===== src/rtl/tcm_psk8_mapper_pkg.sv =====
// Shared types and constellation constants for the 8PSK mapper.
// Amplitudes scale with the sample width so the decoder input range is kept.
package tcm_psk8_mapper_pkg;

    localparam int unsigned MAX_DAT_W = 16;

    typedef enum logic [0:0] {
        StIdle,
        StInPkt
    } state_e;

    typedef struct packed {
        logic signed [MAX_DAT_W-1:0] re;
        logic signed [MAX_DAT_W-1:0] im;
    } cmplx_dat_t;

    function automatic int ref_amp(input int unsigned dat_w);
        return 1 << (dat_w - 2);
    endfunction

    // round(REF / sqrt(2)) using fixed-point integer arithmetic
    function automatic int diag_amp(input int unsigned dat_w);
        longint r;
        r = longint'(ref_amp(dat_w)) * 64'sd70710678 + 64'sd50000000;
        return int'(r / 64'sd100000000);
    endfunction

    function automatic cmplx_dat_t psk8_point(input logic [2:0] k, input int unsigned dat_w);
        logic signed [MAX_DAT_W-1:0] a;
        logic signed [MAX_DAT_W-1:0] d;
        cmplx_dat_t p;
        a = MAX_DAT_W'(ref_amp(dat_w));
        d = MAX_DAT_W'(diag_amp(dat_w));
        case (k)
            3'd0:    p = '{re: a,  im: '0};
            3'd1:    p = '{re: d,  im: d};
            3'd2:    p = '{re: '0, im: a};
            3'd3:    p = '{re: -d, im: d};
            3'd4:    p = '{re: -a, im: '0};
            3'd5:    p = '{re: -d, im: -d};
            3'd6:    p = '{re: '0, im: -a};
            default: p = '{re: d,  im: -d};
        endcase
        return p;
    endfunction

endpackage


===== src/rtl/tcm_psk8_mapper_lut.sv =====
// Registered symbol-index to I/Q table; output holds its value between valid symbols.
module tcm_psk8_mapper_lut
    import tcm_psk8_mapper_pkg::*;
#(
    parameter int unsigned pDAT_W = 12
) (
    input  logic       iclk,
    input  logic       ireset,
    input  logic       iclkena,
    input  logic       ival,
    input  logic [2:0] ik,
    output cmplx_dat_t odat
);

    cmplx_dat_t point;

    always_comb begin
        point = psk8_point(ik, pDAT_W);
    end

    always_ff @(posedge iclk) begin
        if (ireset) begin
            odat <= '0;
        end else if (iclkena && ival) begin
            odat <= point;
        end
    end

endmodule


===== src/rtl/tcm_psk8_mapper.sv =====
// 8PSK mapper: per-packet rotation, 2-cycle I/Q pipeline, framing FSM and symbol counter.
module tcm_psk8_mapper
    import tcm_psk8_mapper_pkg::*;
#(
    parameter int unsigned pDAT_W = 12,
    parameter int unsigned pCNT_W = 16
) (
    input  logic              iclk,
    input  logic              ireset,
    input  logic              iclkena,
    input  logic              i1sps,
    input  logic              isop,
    input  logic              ieop,
    input  logic              ival,
    input  logic [2:0]        idat,
    input  logic [2:0]        iphase,
    output logic              o1sps,
    output logic              osop,
    output logic              oeop,
    output logic              oval,
    output logic [pDAT_W-1:0] odat_re,
    output logic [pDAT_W-1:0] odat_im,
    output logic [pCNT_W-1:0] osym_cnt,
    output logic              oframe_err
);

    state_e            state_q, state_d;
    logic [2:0]        rot_q, rot_d;
    logic [pCNT_W-1:0] cnt_q, cnt_d, cnt_inc;
    logic              err_d;
    logic [2:0]        k_d;

    logic              val1_q, sop1_q, eop1_q, sps1_q, err1_q;
    logic [2:0]        k1_q;
    logic              val2_q, sop2_q, eop2_q, sps2_q, err2_q;
    cmplx_dat_t        lut_dat;

    always_comb begin
        cnt_inc = (cnt_q == '1) ? cnt_q : cnt_q + pCNT_W'(1);
        // a new sop takes its own phase immediately, not the previous packet's
        k_d     = idat + ((ival && isop) ? iphase : rot_q);
    end

    always_comb begin
        state_d = state_q;
        cnt_d   = cnt_q;
        rot_d   = rot_q;
        err_d   = 1'b0;
        if (ival) begin
            if (isop) begin
                rot_d   = iphase;
                cnt_d   = pCNT_W'(1);
                err_d   = (state_q == StInPkt);
                state_d = ieop ? StIdle : StInPkt;
            end else if (state_q == StInPkt) begin
                cnt_d = cnt_inc;
                if (ieop) begin
                    state_d = StIdle;
                end
            end else begin
                err_d = 1'b1;
            end
        end
    end

    always_ff @(posedge iclk) begin
        if (ireset) begin
            state_q <= StIdle;
            rot_q   <= '0;
            cnt_q   <= '0;
            val1_q  <= 1'b0;
            sop1_q  <= 1'b0;
            eop1_q  <= 1'b0;
            sps1_q  <= 1'b0;
            err1_q  <= 1'b0;
            k1_q    <= '0;
            val2_q  <= 1'b0;
            sop2_q  <= 1'b0;
            eop2_q  <= 1'b0;
            sps2_q  <= 1'b0;
            err2_q  <= 1'b0;
        end else if (iclkena) begin
            state_q <= state_d;
            rot_q   <= rot_d;
            cnt_q   <= cnt_d;
            val1_q  <= ival;
            sop1_q  <= ival & isop;
            eop1_q  <= ival & ieop;
            sps1_q  <= i1sps;
            err1_q  <= err_d;
            k1_q    <= k_d;
            val2_q  <= val1_q;
            sop2_q  <= sop1_q;
            eop2_q  <= eop1_q;
            sps2_q  <= sps1_q;
            err2_q  <= err1_q;
        end
    end

    tcm_psk8_mapper_lut #(
        .pDAT_W (pDAT_W)
    ) u_lut (
        .iclk    (iclk),
        .ireset  (ireset),
        .iclkena (iclkena),
        .ival    (val1_q),
        .ik      (k1_q),
        .odat    (lut_dat)
    );

    always_comb begin
        oval       = val2_q;
        osop       = sop2_q & val2_q;
        oeop       = eop2_q & val2_q;
        o1sps      = sps2_q;
        oframe_err = err2_q;
        odat_re    = pDAT_W'(lut_dat.re);
        odat_im    = pDAT_W'(lut_dat.im);
        osym_cnt   = cnt_q;
    end

endmodule

===== config.mk =====
export PLATFORM = sky130hd
export DESIGN_NAME = tcm_psk8_mapper
export DESIGN_NICKNAME = d
export VERILOG_FILES = /design/src/rtl/tcm_psk8_mapper_pkg.sv /design/src/rtl/tcm_psk8_mapper_lut.sv /design/src/rtl/tcm_psk8_mapper.sv
export SDC_FILE = /design/constraint.sdc
export NUM_CORES = 1
export LEC_CHECK = 0
export CAP_MARGIN = 30
export CORE_AREA = 2 2 77 64
export DETAILED_ROUTE_END_ITERATION = 16
export DIE_AREA = 0 0 79 66
export GPL_TIMING_DRIVEN = 0
export PLACE_DENSITY = 0.91
export SLEW_MARGIN = 20
export SYNTH_ARGS = -nofsm -noshare
export SYNTH_HDL_FRONTEND = slang
export SYNTH_HIERARCHICAL = 1
export SYNTH_SLANG_ARGS = --single-unit

===== constraint.sdc =====
create_clock -name iclk -period 3.6 [get_ports iclk]
set_clock_uncertainty 0.15 [all_clocks]
set_input_delay 0.72 -clock iclk [delete_from_list [all_inputs] [get_ports iclk]]
set_output_delay 0.72 -clock iclk [all_outputs]
set_load 0.02 [all_outputs]

# Yosys cells after proc, flatten, opt, wreduce, memory -nomap -nowiden
# Index checks and enable logic that the tools add are counted.
# W data, S select, Z words.
[classes]
n_eq_ne = 8
muxes = 11
shift = 0
add_sub_neg = 2
multipliers = 0
reduce_logical = 7
n_lt_le_gt_ge = 0
div = 0
bitwise = 4
[op_table]
columns = ["cell", "n"]
rows = [
  ["$pmux W28 S7", 1],
  ["$mux W16", 3],
  ["$add A16 B1 Y16 const B", 1],
  ["$eq A16 B16 Y1 const B", 1],
  ["$eq A3 B3 Y1 const B", 3],
  ["$eq A3 B2 Y1 const B", 2],
  ["$mux W1", 6],
  ["$and A1 B1 Y1", 4],
  ["$reduce_and A4 Y1", 1],
  ["$add A3 B3 Y3", 1],
  ["$eq A3 B1 Y1 const B", 1],
  ["$logic_not A3 Y1", 1],
  ["$mux W3", 1],
  ["$reduce_and A3 Y1", 1],
  ["$logic_and A1 B1 Y1", 2],
  ["$ne A2 B2 Y1 const B", 1],
  ["$reduce_and A2 Y1", 1],
  ["$reduce_bool A2 Y1", 1],
]
[totals]
rom_bits = 0
output_inout_bits = 45
wordCells = 48
mem_bits_rw = 0
mem_count = 0
latchBits = 0
regBits = 57
inputBits = 13

# Logic depth before layout (Yosys ltp)
[depth]
depth_word = 4
ltp_mapped = 10
mapped_depth_nobuf = 9

# Modules after synthesis
# The synthesis kept the hierarchy.
[modules_own_cells]
columns = ["mod", "seq_area_each_um2", "cells_each", "area_each_um2", "instances"]
rows = [
  ["tcm_psk8_mapper", 660.6, 196, 1655.3, 1],
  ["tcm_psk8_mapper_lut", 180.2, 68, 579.3, 1],
]

# Worst setup path before layout
# Ideal clock, no wire load.
[synth_timing]
path_kind = "input to register"
start = "input isop"
end = "register k1_q[2]"
arrival_ns = 2.335
required_time_ns = 3.379
setup_time_ns = 0.071
path_stages = 10
path_slack_ns = 1.044
n_path_buf = 1
path_cell_list = "clkbuf_1 nand2_1 mux2_2 ha_1 inv_1 fa_1 xnor2_1 nor3_1 nand3b_1 a21oi_1"
[synth_via]
elab_chain_len = 3
[synth_rtl]
columns = ["element", "line_no", "source"]
rows = [
  ["start, declared", "tcm_psk8_mapper.sv:12", "input logic isop,"],
  ["$logic_and A1 B1 Y1", "tcm_psk8_mapper.sv:41", "k_d = idat + ((ival && isop) ? iphase : rot_q);"],
  ["$mux W3", "tcm_psk8_mapper.sv:41", ""],
  ["$add A3 B3 Y3", "tcm_psk8_mapper.sv:41", ""],
  ["end signal, assigned", "tcm_psk8_mapper.sv:91", "k1_q <= k_d;"],
  ["end, declared", "tcm_psk8_mapper.sv:34", "logic [2:0] k1_q;"],
]
# No other way between the ends.
# A chain may end at the register's enable or synchronous reset.

# Worst setup path after layout
[layout_timing]
start = "input isop"
end = "register cnt_q[8], in the netlist osym_cnt[8]"
[layout_via]
elab_chain_len = 2
word_cells_on_any_way = 4
classes_between = "eq/ne (1); mux (1); reduce/logical (2)"
[layout_rtl]
columns = ["element", "line_no", "source"]
rows = [
  ["$ne A2 B2 Y1 (no source line) / $reduce_bool A2 Y1 (equally long branches)", "--", ""],
  ["$reduce_and A4 Y1 (no source line)", "--", ""],
  ["end signal, assigned", "tcm_psk8_mapper.sv:85", "cnt_q <= cnt_d;"],
  ["end, declared", "tcm_psk8_mapper.sv:29", "logic [pCNT_W-1:0] cnt_q, cnt_d, cnt_inc;"],
]
# Several ways; a longest one is shown, not always the timed one.

==> run metrics <==
CTS resizes 0; endpoint type of the worst setup path flip-flop; cell repeated most along the worst path clkbuf_1; FP Rows 22; first-pass GRT wire length 8580 um; Rel. slew slack 47.5%; layout cells sized above 1 a little under an eighth; hold depth 2; switching pwr ~0.00023 W; setup slack, reg-to-reg roughly 1.2 ns; vias in the first global route 1884; Die Wd 79 um; Area Growth Syn to Fin 32.5%; reg2reg start osym_cnt[0]$_SDFFE_PP0P_; via count between 2000 and 2500; clk buf depth 2; clock transition at the registers of the reported paths roughly 0.080 ns; DIE HEIGHT between 60 and 70 um; crit path time final about 3.2 ns; internal power around 0.00072 W; initial antenna violation count 0; worst r2r dst osym_cnt[6]$_SDFFE_PP0P_; Port Buffers 51; DRT Wirelength a little over 5000 um; TritonCTS Buffers 5; slowest CP cell clkdlybuf4s50_1; Pwr per Cell Area approximately 330 nW/um^2; Iteration-0 DRC Markers 181; largest net degree at the start of global routing 13; sequential share of power 51.0%; Cells after Synth 256; residual DRC count 0; Setup TNS Final 0 ns; Num Clock Sinks between 40 and 50; worst vdd rail ir drop between 0.2 and 0.25 mV; met1 usage ~28%; Max Slew Vio Count 0; routability cong. ~0.84; Congestion Overflow GR 0; CP cell instances clkdlybuf4s50_1 > clkbuf_1 > inv_1 > ha_1 > nand3b_1 > nor3_1 > clkbuf_1 > nand2_1 > o41ai_1; critical path endpoint osym_cnt[8]$_SDFFE_PP0P_; combinational share of power 11.8%; met3 usage roughly 3.7%; Yosys warning total 6; # diodes 0; H-Tree Depth 2; Final setup viols 0; peak fanout along the critical path 10; fin crit share 88.2%; GRT Util Overall between 20% and 30%; R2R cell count 5; total die area between 5000 and 6000 sq um; Skew-Pair Late Insertion Delay 0.29 ns; Hold WC Path Type reg2reg; core footprint about 4500 sq um; Final WS setup around 0.43 ns; CP Class in2reg; clk root buf clkbuf_8; required time of the critical path approximately 3.7 ns; CP Data Arrival Time ~3.2 ns; drt wl/cell roughly 14 um; run status finished, final reports clean; Post-Place Setup Slack 0.135 ns; max cap viols 0; worst slew pin tran roughly 0.78 ns; Starting Density 48.8%; fin nets around 330; Max Fclk about 320 MHz; crit path launch isop; RSZ-0062 raised after global routing false; global route hottest layer met2; First-pass DRT Iterations 5; HPWL Detailed 3760 um; M2 GR Usage 33.2%; CTS tree built; Post-DRT Antenna Nets 0; # hold bufs at CTS 0; Sw Share approximately 24%; syn avg cell area approximately 8.5 sq um; Lkg Pwr about 1.1 nW; crit start category input port; slowest cell delay on critical path approximately 0.50 ns; final hold vios 0; Post-CTS Setup Inserts 0; routed vias/inst 5.64; I/O pin cnt just under 60; Post-Syn Area 2170 sq um; clock power share ~37%
layout by cell type, fill, tap and decap left out, types with 9 or more instances in the layout:
cell and instances:
nand4_1 9, a31oi_1 15, dfxtp_1 42, nor2_1 25, mux2i_1 12, a21oi_1 19
nand2_1 19, clkdlybuf4s50_1 51, buf_4 17, inv_1 12
worst min-delay path by stage:
| stage | start | end | slack, ns |
|---|---|---|---|
| after floorplan | state_q$_SDFFE_PP0P_ | state_q$_SDFFE_PP0P_ | 0.28 |
| after global placement | state_q$_SDFFE_PP0P_ | state_q$_SDFFE_PP0P_ | 0.29 |
| after detailed placement | u_lut/odat[14]$_SDFFE_PP0P_ | u_lut/odat[14]$_SDFFE_PP0P_ | 0.30 |
| after CTS | u_lut/odat[14]$_SDFFE_PP0P_ | u_lut/odat[14]$_SDFFE_PP0P_ | 0.31 |
| after global routing | u_lut/odat[14]$_SDFFE_PP0P_ | u_lut/odat[14]$_SDFFE_PP0P_ | 0.33 |
| final | u_lut/odat[14]$_SDFFE_PP0P_ | u_lut/odat[14]$_SDFFE_PP0P_ | 0.31 |
state kept, by name, indices dropped and copies added (netlist names), 3 cells and up:
signal / flops
u_lut/odat: 9
k1_q: 3
osym_cnt: 16
rot_q: 3
power by group through the flow:
stage          registers (W)   logic, W  clock network, W
5_1_grt             0.000488   0.000125          0.000379
4_1_cts             0.000486   0.000113          0.000357
6_report            0.000486   0.000113          0.000354
3_3_place_gp        0.000497   0.000109                 0
2_1_floorplan       0.000499  0.0000718                 0
3_5_place_dp        0.000497   0.000112                 0
layer usage:
metal / up-vias / share of wire [%]
met5: - / 0
met4: 0 / 1.8
met3: 10 / 7.1
met2: 115 / 46
met1: 976 / 45
li1: 1030 / -
cell type report:
cell class / instances / area [sq um]
plain buffers: 29 / 176
clock buffers: 8 / 110
fillers: 382 / 1580
inverters: 12 / 45.0
multi-input cells: 176 / 1120
flip-flops and latches: 42 / 841
well taps: 60 / 75.1
repair buffers: 51 / 510
worst max-delay path, delay by kind of cell:
| kind | cells | cell delay (ns) |
|---|---|---|
| buffers and inverters | 4 | 1.42 |
| and+or+nand+nor | 3 | 0.61 |
| adders and majority gates | 1 | 0.24 |
| AOI/OAI and AO/OA | 1 | 0.24 |
stage by stage:
step	cells	hold WS, ns	power [W]	cell area, sq um	util [%]
after floorplan	259	0.281	0.000571	2190	-
after global placement	370	0.291	0.000606	2770	62.1
after detailed placement	370	0.302	0.000609	2770	62.1
after CTS	378	0.311	0.000956	2880	64.6
after global routing	378	0.332	0.000992	2880	64.6
final	378	0.311	0.000953	2880	64.6
No activity file was read; power rests on OpenSTA's default activity.
